--- src/rtl/ahb_slave_mch_if.sv ---
// AHB-Lite bus bundle for ahb_slave_mch.
// The master modport is the fabric side, the slave modport is the front end.
// HREADY is the bus-level ready returned to the slave; HREADYOUT is its own
// ready contribution.
interface ahb_slave_mch_if;
    logic        HSEL;
    logic [31:0] HADDR;
    logic        HWRITE;
    logic [2:0]  HSIZE;
    logic [1:0]  HTRANS;
    logic        HREADY;
    logic [31:0] HWDATA;
    logic        HREADYOUT;
    logic [1:0]  HRESP;
    logic [31:0] HRDATA;

    modport master (
        output HSEL, HADDR, HWRITE, HSIZE, HTRANS, HREADY, HWDATA,
        input  HREADYOUT, HRESP, HRDATA
    );

    modport slave (
        input  HSEL, HADDR, HWRITE, HSIZE, HTRANS, HREADY, HWDATA,
        output HREADYOUT, HRESP, HRDATA
    );
endinterface

--- src/rtl/ahb_slave_mch.sv ---
// ahb_slave_mch: AHB-Lite slave front end.
// Routes bus transfers to N_CH write/read FIFO channel pairs, a user register
// port and a read-only status word.
// Wait states are inserted while the addressed FIFO is full (write) or empty
// (read). Bad size, unmapped region or out-of-range index gives a two-cycle
// ERROR response.
// Optional macro AHB_SLV_TIMEOUT_EN: abandons a transfer with ERROR after
// TIMEOUT wait states. Without it, a stalled transfer waits indefinitely.
module ahb_slave_mch #(
    parameter int N_CH     = 4,
    parameter int NUM_REGS = 16,
    parameter int TIMEOUT  = 1023
) (
    input  logic                 clk,
    input  logic                 reset,
    ahb_slave_mch_if.slave       ahb,
    output logic [N_CH-1:0]      w_fifo_write_enable,
    output logic [31:0]          w_fifo_write_data,
    input  logic [N_CH-1:0]      w_fifo_full,
    output logic [N_CH-1:0]      r_fifo_read_enable,
    input  logic [32*N_CH-1:0]   r_fifo_read_data,
    input  logic [N_CH-1:0]      r_fifo_empty,
    output logic [7:0]           u_addr,
    output logic                 u_write,
    output logic [31:0]          u_write_data,
    input  logic [31:0]          u_read_data
);

    localparam logic [2:0] S_IDLE = 3'd0;
    localparam logic [2:0] S_DATA = 3'd1;
    localparam logic [2:0] S_WAIT = 3'd2;
    localparam logic [2:0] S_ERR1 = 3'd3;
    localparam logic [2:0] S_ERR2 = 3'd4;

    localparam logic [1:0] R_REG  = 2'b00;
    localparam logic [1:0] R_FIFO = 2'b01;
    localparam logic [1:0] R_STAT = 2'b10;

    if (N_CH < 1 || N_CH > 16) begin : g_check_nch
        $error("ahb_slave_mch: N_CH must be in 1..16");
    end
    if (NUM_REGS < 1 || NUM_REGS > 256) begin : g_check_regs
        $error("ahb_slave_mch: NUM_REGS must be in 1..256");
    end
    if (TIMEOUT < 1) begin : g_check_timeout
        $error("ahb_slave_mch: TIMEOUT must be at least 1");
    end

    logic [2:0]      state;
    logic [2:0]      state_next;
    logic [1:0]      region_q;
    logic [7:0]      index_q;
    logic            write_q;

    logic [1:0]      dec_region;
    logic [7:0]      dec_index;
    logic            dec_err;
    logic            accept;
    logic            in_data;
    logic            complete;
    logic            ready_out;

    logic [N_CH-1:0] ch_onehot;
    logic [31:0]     ch_rdata;
    logic            ch_blocked;
    logic [31:0]     status_word;
    logic [1:0]      resp_out;
    logic [31:0]     rdata_out;

`ifdef AHB_SLV_TIMEOUT_EN
    localparam int CNT_W = ($clog2(TIMEOUT + 1) > 10) ? $clog2(TIMEOUT + 1) : 10;
    logic [CNT_W-1:0] wait_cnt;
    logic [CNT_W-1:0] wait_cnt_next;
    logic [CNT_W-1:0] wait_done;
`endif

    logic unused_bits;
    assign unused_bits = &{1'b0, ahb.HADDR[31:12], ahb.HADDR[1:0], ahb.HTRANS[0]};

    // Address-phase decode: classify the incoming transfer and flag any error.
    always_comb begin
        dec_region = ahb.HADDR[11:10];
        dec_index  = ahb.HADDR[9:2];
        dec_err    = (ahb.HSIZE != 3'b010);
        case (dec_region)
            R_REG:   if ({1'b0, dec_index} >= 9'(NUM_REGS)) dec_err = 1'b1;
            R_FIFO:  if ({1'b0, dec_index} >= 9'(N_CH))     dec_err = 1'b1;
            R_STAT:  if (ahb.HWRITE)                         dec_err = 1'b1;
            default: dec_err = 1'b1;
        endcase
    end

    // Channel selection for the registered transfer, plus the status word.
    always_comb begin
        ch_onehot = '0;
        ch_rdata  = '0;
        for (int c = 0; c < N_CH; c++) begin
            if (index_q == 8'(c)) begin
                ch_onehot[c] = 1'b1;
                ch_rdata     = r_fifo_read_data[32*c +: 32];
            end
        end
        ch_blocked = write_q ? |(w_fifo_full & ch_onehot) : |(r_fifo_empty & ch_onehot);
        status_word = '0;
        status_word[N_CH-1:0]   = w_fifo_full;
        status_word[16 +: N_CH] = r_fifo_empty;
    end

    assign in_data   = (state == S_DATA) || (state == S_WAIT);
    assign complete  = in_data && !((region_q == R_FIFO) && ch_blocked);
    assign ready_out = reset || !((in_data && !complete) || (state == S_ERR1));
    assign accept    = !reset && ready_out && ahb.HSEL && ahb.HREADY && ahb.HTRANS[1];

    // Next-state logic; a new address phase overrides the completion target.
    always_comb begin
        state_next = state;
`ifdef AHB_SLV_TIMEOUT_EN
        wait_cnt_next = '0;
        wait_done     = ((state == S_WAIT) ? wait_cnt : '0) + CNT_W'(1);
`endif
        case (state)
            S_IDLE: state_next = S_IDLE;
            S_DATA, S_WAIT: begin
                if (complete) begin
                    state_next = S_IDLE;
                end else begin
`ifdef AHB_SLV_TIMEOUT_EN
                    if (wait_done >= CNT_W'(TIMEOUT)) begin
                        state_next = S_ERR1;
                    end else begin
                        state_next    = S_WAIT;
                        wait_cnt_next = wait_done;
                    end
`else
                    state_next = S_WAIT;
`endif
                end
            end
            S_ERR1:  state_next = S_ERR2;
            S_ERR2:  state_next = S_IDLE;
            default: state_next = S_IDLE;
        endcase
        if (accept) begin
            state_next = dec_err ? S_ERR1 : S_DATA;
        end
    end

    // Data-phase outputs; strobes only fire on the cycle the transfer completes.
    always_comb begin
        w_fifo_write_enable = '0;
        r_fifo_read_enable  = '0;
        u_write             = 1'b0;
        u_addr              = '0;
        rdata_out           = '0;
        resp_out            = 2'b00;
        if (!reset) begin
            case (state)
                S_DATA, S_WAIT: begin
                    if (region_q == R_REG) u_addr = index_q;
                    if (complete) begin
                        case (region_q)
                            R_REG: begin
                                if (write_q) u_write = 1'b1;
                                else         rdata_out = u_read_data;
                            end
                            R_FIFO: begin
                                if (write_q) begin
                                    w_fifo_write_enable = ch_onehot;
                                end else begin
                                    r_fifo_read_enable = ch_onehot;
                                    rdata_out          = ch_rdata;
                                end
                            end
                            R_STAT:  rdata_out = status_word;
                            default: rdata_out = '0;
                        endcase
                    end
                end
                S_ERR1, S_ERR2: resp_out = 2'b01;
                default: resp_out = 2'b00;
            endcase
        end
    end

    assign ahb.HREADYOUT     = ready_out;
    assign ahb.HRESP         = resp_out;
    assign ahb.HRDATA        = rdata_out;
    assign w_fifo_write_data = ahb.HWDATA;
    assign u_write_data      = ahb.HWDATA;

    // State register and address-phase capture.
    always_ff @(posedge clk) begin
        if (reset) begin
            state    <= S_IDLE;
            region_q <= '0;
            index_q  <= '0;
            write_q  <= 1'b0;
        end else begin
            state <= state_next;
            if (accept) begin
                region_q <= dec_region;
                index_q  <= dec_index;
                write_q  <= ahb.HWRITE;
            end
        end
    end

`ifdef AHB_SLV_TIMEOUT_EN
    // Wait-state counter; zero whenever the slave is not in WAIT.
    always_ff @(posedge clk) begin
        if (reset) wait_cnt <= '0;
        else       wait_cnt <= wait_cnt_next;
    end
`endif

endmodule

--- src/flat_wrapper.sv ---
// flat-port wrapper written by rule: the top's interface ports become plain ports
module ahb_slave_mch_flat 
#(
    parameter int N_CH     = 4,
    parameter int NUM_REGS = 16,
    parameter int TIMEOUT  = 1023
)
  (clk, reset, w_fifo_write_enable, w_fifo_write_data, w_fifo_full, r_fifo_read_enable, r_fifo_read_data, r_fifo_empty, u_addr, u_write, u_write_data, u_read_data, ahb_HSEL, ahb_HADDR, ahb_HWRITE, ahb_HSIZE, ahb_HTRANS, ahb_HREADY, ahb_HWDATA, ahb_HREADYOUT, ahb_HRESP, ahb_HRDATA);
  ahb_slave_mch_if ahb_i ();
  input  logic clk;
  input  logic reset;
  output logic [N_CH-1:0] w_fifo_write_enable;
  output logic [31:0] w_fifo_write_data;
  input  logic [N_CH-1:0] w_fifo_full;
  output logic [N_CH-1:0] r_fifo_read_enable;
  input  logic [32*N_CH-1:0] r_fifo_read_data;
  input  logic [N_CH-1:0] r_fifo_empty;
  output logic [7:0] u_addr;
  output logic u_write;
  output logic [31:0] u_write_data;
  input  logic [31:0] u_read_data;
  input wire logic [$bits(ahb_i.HSEL)-1:0] ahb_HSEL;
  input wire logic [$bits(ahb_i.HADDR)-1:0] ahb_HADDR;
  input wire logic [$bits(ahb_i.HWRITE)-1:0] ahb_HWRITE;
  input wire logic [$bits(ahb_i.HSIZE)-1:0] ahb_HSIZE;
  input wire logic [$bits(ahb_i.HTRANS)-1:0] ahb_HTRANS;
  input wire logic [$bits(ahb_i.HREADY)-1:0] ahb_HREADY;
  input wire logic [$bits(ahb_i.HWDATA)-1:0] ahb_HWDATA;
  output wire logic [$bits(ahb_i.HREADYOUT)-1:0] ahb_HREADYOUT;
  output wire logic [$bits(ahb_i.HRESP)-1:0] ahb_HRESP;
  output wire logic [$bits(ahb_i.HRDATA)-1:0] ahb_HRDATA;
  assign ahb_i.HSEL = ahb_HSEL;
  assign ahb_i.HADDR = ahb_HADDR;
  assign ahb_i.HWRITE = ahb_HWRITE;
  assign ahb_i.HSIZE = ahb_HSIZE;
  assign ahb_i.HTRANS = ahb_HTRANS;
  assign ahb_i.HREADY = ahb_HREADY;
  assign ahb_i.HWDATA = ahb_HWDATA;
  assign ahb_HREADYOUT = ahb_i.HREADYOUT;
  assign ahb_HRESP = ahb_i.HRESP;
  assign ahb_HRDATA = ahb_i.HRDATA;
  ahb_slave_mch #(.N_CH(N_CH), .NUM_REGS(NUM_REGS), .TIMEOUT(TIMEOUT)) u_core (.clk(clk), .reset(reset), .ahb(ahb_i), .w_fifo_write_enable(w_fifo_write_enable), .w_fifo_write_data(w_fifo_write_data), .w_fifo_full(w_fifo_full), .r_fifo_read_enable(r_fifo_read_enable), .r_fifo_read_data(r_fifo_read_data), .r_fifo_empty(r_fifo_empty), .u_addr(u_addr), .u_write(u_write), .u_write_data(u_write_data), .u_read_data(u_read_data));
endmodule
--- config.mk ---
export PLATFORM = sky130hd
export DESIGN_NAME = ahb_slave_mch_flat
export DESIGN_NICKNAME = d
export VERILOG_FILES = /design/src/rtl/ahb_slave_mch_if.sv /design/src/rtl/ahb_slave_mch.sv /design/src/flat_wrapper.sv
export SDC_FILE = /design/constraint.sdc
export NUM_CORES = 1
export LEC_CHECK = 0
export ABC_AREA = 1
export ABC_CLOCK_PERIOD_IN_PS = 1950
export CORE_AREA = 4 4 136 138
export CTS_BUF_LIST = sky130_fd_sc_hd__clkbuf_8
export DETAILED_ROUTE_END_ITERATION = 12
export DIE_AREA = 0 0 140 142
export GPL_TIMING_DRIVEN = 0
export SLEW_MARGIN = 20
export SYNTH_ARGS = -nofsm -noshare
export SYNTH_HDL_FRONTEND = slang
export SYNTH_SLANG_ARGS = --single-unit
--- constraint.sdc ---
create_clock -name clk -period 1.95 [get_ports clk]
set_input_delay 0.2925 -clock clk [delete_from_list [all_inputs] [get_ports clk]]
set_output_delay 0.2925 -clock clk [all_outputs]
set_load 0.01 [all_outputs]
Yosys cells after proc, flatten, opt, wreduce, memory -nomap -nowiden

Index checks and enable logic that the tools add are counted.
Widths: inputs -> output; s select.

Output and inout port bits: 116
Logic and storage cells: 84
Register bits: 14

Equal/unequal tests: 12
Order comparisons: 2
Mux-type cells: 43
Bitwise operators: 2
Reduce and logical (&&, ||, !) cells: 21

Operators with widths:

| kind               | number |
|---|---|
| $mux 32            | 9 |
| $pmux 32 s3        | 1 |
| $mux 4             | 10 |
| $mux 8             | 3 |
| $eq 8x2->1 const B | 2 |
| $mux 1             | 14 |
| $and 4x4->4        | 2 |
| $eq 8x1->1 const B | 1 |
| $ge 8x3->1 const B | 1 |
| $ge 8x5->1 const B | 1 |
| $logic_not 8->1    | 1 |
| $reduce_or 4->1    | 2 |
| $logic_and 1x1->1  | 7 |
| $eq 3x2->1 const B | 2 |
| $mux 2             | 3 |
| $pmux 3 s2         | 1 |
| $eq 2x1->1 const B | 2 |
| $eq 2x2->1 const B | 2 |
| $logic_not 1->1    | 4 |
| $logic_not 2->1    | 2 |
| $reduce_or 2->1    | 2 |
| $eq 3x1->1 const B | 1 |
| $eq 3x3->1 const B | 1 |
| $logic_or 1x1->1   | 3 |
| other kinds (3)    | 3 |

Logic depth before layout (Yosys ltp)

Gate-level depths: netlist of the first run.

Word-level depth: 18
Gate-level depth with buffers: 13
Depth with buffers taken out: 12

Worst setup path after synthesis of the first run

Ideal clock, no wire load.

Path type: flip-flop to output port
Start point: register u_core.index_q[5]
End point: output u_write
Stages on the path, launching flop included: 12
Data required time: 1,657 ps
Path buffers: 1
Arrival: 1,516 ps
Path slack: 141 ps
Cells stage by stage: dfxtp_1 > inv_1 > nand2_2 > nor2_4 > buf_6 > nand3_1 > nand3_2 > nor2_4 > nor2_8 > nand2_4 > nand2_2 > nor4_1

Longest elaborated chain between the ends: 11

Ends and longest elaborated chain:

| what                                     | RTL line             | source |
|---|---|---|
| start, declared                          | ahb_slave_mch.sv:52  | `logic [7:0] index_q;` |
| start signal, assigned                   | ahb_slave_mch.sv:202 | `index_q <= dec_index;` |
| $eq 8x1->1, or another cell as far along | ahb_slave_mch.sv:98  | `if (index_q == 8'(c)) begin` |
| $mux 1                                   | ahb_slave_mch.sv:98  |  |
| $and 4x4->4                              | ahb_slave_mch.sv:103 | `ch_blocked = write_q ? \|(w_fifo_full & ch_onehot) : \|(r_fifo_empty & ch_onehot);` |
| $reduce_or 4->1                          | ahb_slave_mch.sv:103 |  |
| $mux 1 *                                 | ahb_slave_mch.sv:103 |  |
| $logic_and 1x1->1 *                      | ahb_slave_mch.sv:110 | `assign complete = in_data && !((region_q == R_FIFO) && ch_blocked);` |
| $logic_not 1->1 *                        | ahb_slave_mch.sv:110 |  |
| $logic_and 1x1->1 *                      | ahb_slave_mch.sv:110 |  |
| $mux 1 *                                 | ahb_slave_mch.sv:160 | `if (complete) begin` |
| $mux 1 *                                 | ahb_slave_mch.sv:157 | `case (state)` |
| $mux 1 *                                 | ahb_slave_mch.sv:156 | `if (!reset) begin` |
| end, declared                            | flat_wrapper.sv:19   | `output logic u_write;` |

Mark *: on every way between the ends. The rest lies on a longest branch, timed or not.

Worst setup path after layout of the first run

Start point: register u_core.index_q[5]
End point: output ahb_HRDATA[18]

Longest elaborated chain between the ends: 11

Ends and longest elaborated chain:

| what                                     | RTL line             | source |
|---|---|---|
| $eq 8x1->1, or another cell as far along | ahb_slave_mch.sv:98  |  |
| $mux 1                                   | ahb_slave_mch.sv:98  |  |
| $and 4x4->4                              | ahb_slave_mch.sv:103 |  |
| $reduce_or 4->1                          | ahb_slave_mch.sv:103 |  |
| $mux 1                                   | ahb_slave_mch.sv:103 |  |
| $logic_and 1x1->1                        | ahb_slave_mch.sv:110 |  |
| $logic_not 1->1                          | ahb_slave_mch.sv:110 |  |
| $logic_and 1x1->1                        | ahb_slave_mch.sv:110 |  |
| $mux 32 *                                | ahb_slave_mch.sv:160 |  |
| $mux 32 *                                | ahb_slave_mch.sv:157 |  |
| $mux 32 *                                | ahb_slave_mch.sv:156 |  |
| end, declared                            | flat_wrapper.sv:31   | `output wire logic [$bits(ahb_i.HRDATA)-1:0] ahb_HRDATA;` |

Marked as above.

==> results by stage, run 1 <==
Synthesis:
- For this run, the number of Yosys warnings is 0.
- In this run, synthesis inferred 0 flip-flops with an integrated enable.
- The number of unique standard cell types used by synthesis is 38.
- The cell count after synthesis came out at between 400 and 500.
- In this run the mean area of a mapped cell was 6.03 sq um.
- The post-synthesis net count is roughly 740.
- The main flop type after synthesis is dfxtp_1.
- The synthesis-stage register bit count is 14.
- Of the synthesized area, sequential elements account for a little under a tenth.
- Counting flops with an async set or reset pin after synthesis yields a share of 0%.
- The post-synthesis cell area is approximately 3000 sq um.

Outcome:
- The flow ran to the end, but the final reports show violations.
- The checks that failed: setup timing.

Floorplanning:
- The area of the core region is 17200 sq um.
- Pin placement for this block handled about 360 I/O pins.
- The height of the die is between 100 and 150 um.
- The floorplan step defined a die boundary enclosing 19900 sq um.
- The width of the chip is around 140 um.
- Once the floorplan was initialized, standard cells occupied 17.3% of the core.
- After floorplanning, the core was divided into 48 placement rows.

Timing:
- The portion of the clock cycle consumed by the worst path in the final layout is 120%.
- Between clock sinks in the finished design, the worst skew comes to 0.00107 ns.
- The final critical delay including setup and external delays is roughly 2.3 ns.
- The number of endpoints with negative hold slack in the final report is 0.
- Setup repair after global routing could not meet its margin everywhere.
- The tightest slew margin relative to the limit is a little over half.
- In the post-route analysis, the smallest setup slack over all paths is -0.396 ns.
- Setup violations remaining at the end of the flow were counted as 47.
- The maximum achievable frequency is between 400 and 500 MHz.
- The number of slew-limit violations in the final report was 0.
- The final hold slack is approximately 0.48 ns.
- The measured slew at the worst slew-check pin is between 0.7 and 0.8 ns.

Worst setup path:
- Traced cell by cell, the critical path runs through inv_2 > nand2_2 > nor2_4 > buf_8 > nand3_2 > nand2_2 > nor2_4 > nor2_8 > nand2_4 > o211ai_4 > buf_6 > buf_6 > a21oi_2 > buf_2.
- Together, buffers and inverters on the worst path number 5.
- The largest individual stage delay along the critical path comes from the cell dfxtp_2.
- Data on the critical path arrives at its endpoint at between 2 and 2.5 ns.
- The category of the critical setup timing path is flop to primary output.
- The data required time of the worst path is between 1.5 and 2 ns.
- The cell class contributing the biggest share of worst-path delay is buffers and inverters.
- STA classifies the critical path startpoint as a flop.
- The largest driver fanout on the critical path is 6.
- The endpoint class of the critical path is a primary output.
- For this run, the slowest stage of the critical path takes 0.33 ns.

Route:
- The number of iterations in the first detailed-routing pass is 4.
- The remaining antenna violation count is 0.
- In this run, the number of DRC markers left after iteration 0 of detailed routing was around 180.
- Dividing the detail-routed wire length by the instance count gives between 15 and 20 um.
- The final layout contains routed wiring with a total length of just over 20 mm.
- The per-cell via count in the routed design is about 4.5.
- The number of remaining DRC errors is 0.
- The routed via count is between 4k and 5k.

Placed design:
- Buffers placed on the I/O ports in this run total roughly 300.
- The placed wire-length estimate is 15.9 mm.
- The routability congestion estimate is 0.847.
- The instance area at placement is roughly 6300 sq um.

Power and ir drop:
- The clock network is responsible for 13.8% of the overall power.
- The leakage power figure is slightly below 3 nW.
- The cell internal power dissipation is ~1.3 mW.
- The overall power consumption is 2.00 mW.
- The sequential share of power is 15.4%.
- The share of power burned in combinational logic is a little over two thirds.
- The maximum ir drop on the vdd rail is 0.194 mV.
- The net switching fraction of the power is 33.9%.
- The power density relative to cell area is around 270 nW/um^2.
- The analysis attributes to net switching a power of around 0.68 mW.

CTS:
- The number of sinks on the clock net is 14.
- The root buffer cell is clkbuf_8.
- The clock-pin slew reported for the worst setup and hold paths after clock tree synthesis is approximately 0.06 ns.
- TritonCTS built the clock tree.
- The number of hold buffers added after CTS was 0.
- The clock latency at the later pin of the worst-skew pair is roughly 0.24 ns.
- In this run the number of H-tree levels came out at 1.
- The maximum clock path buffer count is 2.
- The number of clock buffers inserted by TritonCTS is 3.

Global routing:
- The final global-route overflow total is 0.
- The via count of the first global-routing pass is 4848.
- The wire length of the first global-routing pass is slightly below 30 mm.
- The initial antenna violation count is 0.
- The total global routing track utilization is between 10% and 20%.
- Entering global routing, the biggest net connects 11 pins.

Cells and area:
- The finished cells cover approximately 7300 sq um.
- The area growth from synthesis to final layout is 145%.
- The net count of the finished layout is roughly 1.1k.
- The post-route netlist has 34.8% of its cells at a drive strength greater than 1.
- The antenna diode instance count is 0.

Min path:
- In this run the worst hold path is classified as flop to flop.

Run:
- The number of maximum-capacitance constraint violations is 0.
## final cells by class
class / instances / area (sq um)
inverter: 29 / 121
multi-input combinational: 349 / 2310
fill: 1815 / 9900
tap: 225 / 282
buffer: 100 / 903
sequential: 14 / 297
clock buffer: 4 / 55.1
timing repair buffer: 337 / 3300
## cell usage after synthesis, types with 2 or more instances
library cell,instances,area share (%)
nand2_1,74,9.4
buf_4,66,17
nand3_1,52,8.8
a31oi_1,43,9.1
a21oi_1,33,5.6
o21ai_0,27,4.6
nor2_1,26,3.3
clkbuf_1,21,2.7
inv_1,21,2.7
nand4_1,18,3.8
nor3_1,17,2.9
dfxtp_1,14,9.4
a22oi_1,8,2.0
buf_2,8,1.3
inv_2,8,1.0
nor2_2,8,1.7
nand2_2,5,1.1
nor2_4,5,1.9
a31o_1,4,1.2
buf_6,4,1.5
o2111ai_1,4,1.2
a31o_2,3,0.89
ha_1,3,1.3
nand3_2,3,1.0
a21oi_2,2,0.59
o211ai_1,2,0.51
o21ai_1,2,0.34
## worst min-delay path, cell delays in order (launching register included)
cell     delay [ns]
dfxtp_2        0.33
nand3_1        0.07
nand2_1        0.04
## sequential cells by signal, indices dropped and copies added (netlist names)
| signal | cells |
|---|---|
| u_core.index_q | 8 |
| u_core.state | 3 |
| u_core.region_q | 2 |
| u_core.write_q | 1 |
## metrics by stage
| stage | util, % | worst slack (ns) | setup TNS, ns | instances |
|---|---|---|---|---|
| 2_1_floorplan | - | 0.141 | 0 | 492 |
| 3_3_place_gp | 36.5 | -0.961 | -37.68 | 1018 |
| 3_5_place_dp | 36.5 | -0.950 | -36.86 | 1018 |
| 4_1_cts | 40.0 | -0.410 | -14.15 | 1047 |
| 5_1_grt | 42.3 | -0.498 | -18.19 | 1058 |
| 6_report | 42.3 | -0.396 | -12.64 | 1058 |
## path summary, 6_finish.rpt
path                                        start           endpoint  slack, ns  cells past startpoint
worst max-delay path            u_core.index_q[5]     ahb_HRDATA[18]      -0.40                     14
worst min-delay path            u_core.index_q[7]  u_core.index_q[7]       0.48                      2
worst max register to register  u_core.index_q[5]  u_core.index_q[5]      -0.01                     16
worst min register to register  u_core.index_q[7]  u_core.index_q[7]       0.48                      2
## cell families (layout without fill, tap and decap cells)
family | Yosys count | count (layout) | share of synthesized area (%)
AO/OA/AOI/OAI | 132 | 132 | 27.4
adder cells (fa/ha/maj) | 3 | 3 | 1.26
buffers and inverters | 129 | 470 | 26.0
flip-flops | 14 | 14 | 9.44
other | 1 | 1 | 0.126
AND/OR/NAND/NOR | 213 | 213 | 35.8
## power groups by stage
stage | combinational, mW | sequential [mW] | clock, mW
finish | 1.42 | 0.308 | 0.276
global route | 1.51 | 0.309 | 0.293
CTS | 1.29 | 0.307 | 0.283
detailed placement | 1.13 | 0.311 | 0
global placement | 1.13 | 0.311 | 0
floorplan | 0.459 | 0.308 | 0
## routing by layer
layer	track usage (%)	vias to the layer above	part of all wire [%]
li1	-	2366	-
met1	23.5	2251	41
met2	34.4	175	53
met3	2.89	14	5.4
met4	2.75	0	1.1
met5	0	-	0
## cells in the final DEF, fill, tap and decap left out, types with 15 or more instances in the layout
cell	n
nand2_1	69
nor3_1	15
nor2_4	19
nand4_1	18
a21oi_2	18
buf_4	87
nor2_1	19
a21oi_1	16
a31oi_1	39
clkdlybuf4s50_1	249
buf_2	22
nand3_1	40
buf_6	25
## repair_timing
item | CTS | global route
hold endpoints to repair | 0 | 0
pin swaps | 21 | 32
resized for setup | 277 | 115
setup buffers | 23 | 9
endpoints found under the setup margin | 51 | 50
cloned | 2 | 3
Note: power is estimated with default switching activity, not from simulation.
==> run 2: changes to the inputs <==
Settings changed: REMOVE_ABC_BUFFERS set to 1.
==> results by stage, run 2 (synthesis gave the netlist of run 1 again) <==
Global routing:
- The via count of the first global-routing pass came to 4831 (-0.35%).
- The final global-route overflow total came to 0 (unchanged).
- The wire length of the first global-routing pass is 34.6 mm (+18%).
- The initial antenna violation count was 3 (+3).
- The maximum number of pins on one net before global-route repair is 22 (+11).
- The total global routing track utilization came to 23.8% (+5.1 points).

Worst setup path:
- The largest driver fanout on the critical path is 6 (unchanged).
- The endpoint class of the critical path is a primary output.
- The critical register-to-register path endpoint is u_core.index_q[0].
- The worst path arrival time came to 2.13 ns (+0.08 ns).
- The critical path goes through inv_4 > nand2_4 > buf_12 > nor2_4 > nand3_4 > nand2_4 > nor2_4 > nor2_8 > nand2_4 > o211ai_4 > buf_12 > buf_8 > a21oi_2 > buf_2.
- The data required time of the worst path is 1.66 ns (about the same).
- The slowest library cell on the worst path is dfxtp_4.
- The depth of the worst register-to-register path was 17 (+1).
- The register-to-register setup slack is -0.26 ns (-0.25 ns).
- The cell repeated most along the worst path is nand2_4.
- The launching element type of the critical path is a flop.
- The longest individual stage delay on the worst path was 0.36 ns (+0.03 ns).
- The launch instance of the worst register-to-register path is u_core.index_q[2].
- By startpoint and endpoint, the worst setup path is classified as flop to primary output.

Floorplanning:
- The area of the core region came to 17200 sq um (unchanged).
- The number of I/O pins is 358 (unchanged).
- The area of the die came to 19900 sq um (unchanged).
- The number of cell rows is 48 (unchanged).
- The initial core utilization is 17.3% (unchanged).
- The width of the chip is 140 um (unchanged).
- The height of the die is 142 um (unchanged).

Cells and area:
- The number of filler instances in the final layout came to 1801 (-0.77%).
- In the final layout, the registers with the most flip-flops are u_core.index_q (8), u_core.state (3), u_core.region_q (2).
- The summed area of non-filler cells in the final layout is 6590 sq um (-9.4%).
- The most common library cell in the layout ignoring fill and taps is clkdlybuf4s50_1.
- Leaving out fill and tap cells, the most frequent cells in the layout are clkdlybuf4s50_1, nand2_1, buf_4.
- Relative to the synthesized area, the layout overhead comes to 122%.
- The proportion of layout cells with a drive suffix above 1 is 38.3% (+3.5 points).
- The number of flip-flops under the largest register name is 8 (unchanged).
- The number of nets in the layout was 980 (-9.2%).
- The final cell utilization of the core came to 38.4% (-4.0 points).
- Counting flops per register, the top entry is u_core.index_q.

Timing:
- The number of endpoints with negative hold slack in the final report is 0 (unchanged).
- The portion of the clock cycle consumed by the worst path in the final layout is 124% (+4.0 points).
- The final worst slack was -0.473 ns (-0.0771 ns).
- The maximum achievable frequency is 413 MHz (-3.2%).
- The number of slew-limit violations in the final report came to 0 (unchanged).
- The final clock skew came to 0.00664 ns (+0.00557 ns).
- The final hold slack is 0.480 ns (+0.00425 ns).
- Setup repair after global routing could not meet its margin everywhere.
- The final critical delay including setup and external delays is 2.42 ns (+0.0771 ns).
- The setup violation total in the final timing report was 55 (+17%).

CTS:
- The clock latency at the later pin of the worst-skew pair is 0.25 ns (about the same).
- The maximum clock path buffer count was 2 (unchanged).
- The number of clock buffers inserted by TritonCTS is 3 (unchanged).
- The CTS tree is built.
- The number of sinks on the clock net is 14 (unchanged).
- Clock tree synthesis selected as its root buffer the cell clkbuf_8.
- The number of hold buffers added after cts was 0 (unchanged).
- The clock-pin slew reported for the worst setup and hold paths after clock tree synthesis is 0.06 ns (about the same).
- The number of H-tree levels came to 1 (unchanged).

Outcome:
- The final reports fail on setup timing.
- The run finished, with violations left.

Min path:
- The worst hold path cell count is 2 (unchanged).
- For hold timing, the worst endpoint is u_core.index_q[6].
- The tightest min-delay check is of the flop to flop type.
- In this run the most critical hold path is launched from u_core.index_q[6].

Placed design:
- The number of port buffers is 237 (-21%).
- The worst slack at placement is -2.70 ns (-1.75 ns).
- The placed wire-length estimate was 17.0 mm (+6.9%).
- The routability congestion estimate came to 0.875 (+3.3%).
- The instance area at placement came to 5030 sq um (-20%).

Route:
- The routed length per instance is 26.9 um (+39%).
- The per-cell via count in the routed design came to 5.00 (+10%).
- The routed via count is 4806 (unchanged).
- The total detailed-routing wirelength was 25.8 mm (+27%).
- The number of iterations in the first detailed-routing pass came to 4 (unchanged).
- The detailed router's first-iteration violation count is 232 (+33%).
- The remaining antenna violation count was 0 (unchanged).
- The number of remaining DRC errors was 0 (unchanged).

Run:
- The number of maximum-capacitance constraint violations is 0 (unchanged).

Power and ir drop:
- The leakage power figure is 2.57 nW (-14%).
- The overall power consumption is 1.82 mW (-9.0%).
- The maximum ir drop on the vdd rail is 0.258 mV (+33%).
- The power density relative to cell area is 276 nW/um^2 (+0.39%).
==> run 2: cell types whose count changed in the layout (fill, tap and decap cells not counted), sizes merged <==
cell | previous run | this run
inv | 29 | 28
clkdlybuf4s50 | 249 | 186
diode | 0 | 2
dlygate4sd2 | 13 | 2
nand2 | 80 | 83
clkdlybuf4s15 | 4 | 3
clkinv | 0 | 4
buf | 150 | 129
clkinvlp | 0 | 1
nor2 | 40 | 45
nand3 | 56 | 57
clkbuf | 25 | 9
==> run 2: how the worst max path moves through the flow <==
stage | startpoint | end | depth (start not counted)
floorplan | u_core.index_q[5] | ahb_HRDATA[0] | 10
global placement | u_core.index_q[7] | ahb_HRDATA[1] | 11
detailed placement | u_core.index_q[7] | ahb_HRDATA[2] | 11
CTS | u_core.index_q[2] | ahb_HRDATA[16] | 14
global route | u_core.index_q[4] | ahb_HRDATA[19] | 14
finish | u_core.index_q[2] | ahb_HRDATA[18] | 14
==> run 2: area by class of cell <==
type / instances / area (sq um) / area share (%)
Multi-Input combinational cell: 358 / 2510 / 38.1
Sequential cell: 14 / 298 / 4.52
Timing Repair Buffer: 325 / 3230 / 49.0
Timing Repair inverter: 4 / 65.1 / 0.987
Antenna cell: 2 / 5.00 / 0.0760
Clock buffer: 4 / 55.1 / 0.836
Tap cell: 225 / 282 / 4.27
Inverter: 29 / 150 / 2.28
==> run 2: worst max-delay path, delay by kind of cell, from the launching register on <==
kind,cells,cell delay [ns]
simple gates,7,0.72
flops,1,0.36
buf+inv,5,0.63
compound gates,2,0.15
==> run 2: layer usage <==
metal  part of all wire [%]  vias up  track usage (%)  wire length, um
li1                       -     2174                -                -
met1                     39     2286             27.5             9970
met2                     44      304             37.3            11400
met3                     13       38             13.3             3350
met4                    3.7        4             7.55              956
met5                   0.39        -             3.35              101
==> run 2: what timing repair did <==
| item | CTS | global route |
|---|---|---|
| setup endpoints to repair | 64 | 64 |
| setup buffers | 73 | 14 |
| gates cloned | 10 | 3 |
| pin swaps | 34 | 35 |
| resized for setup | 302 | 108 |
==> run 2: per-stage QoR <==
step | std cells | TNS, ns
finish | 961 | -18.77
global route | 960 | -23.59
CTS | 943 | -16.51
detailed placement | 856 | -139.16
global placement | 854 | -137.86
floorplan | 392 | -35.38
==> run 2: where the power goes <==
group / switching (mW) / total [mW] / internal, mW
Combinational: 0.552 / 1.22 / 0.672
Sequential: 0.0145 / 0.309 / 0.295
Clock: 0.105 / 0.283 / 0.179
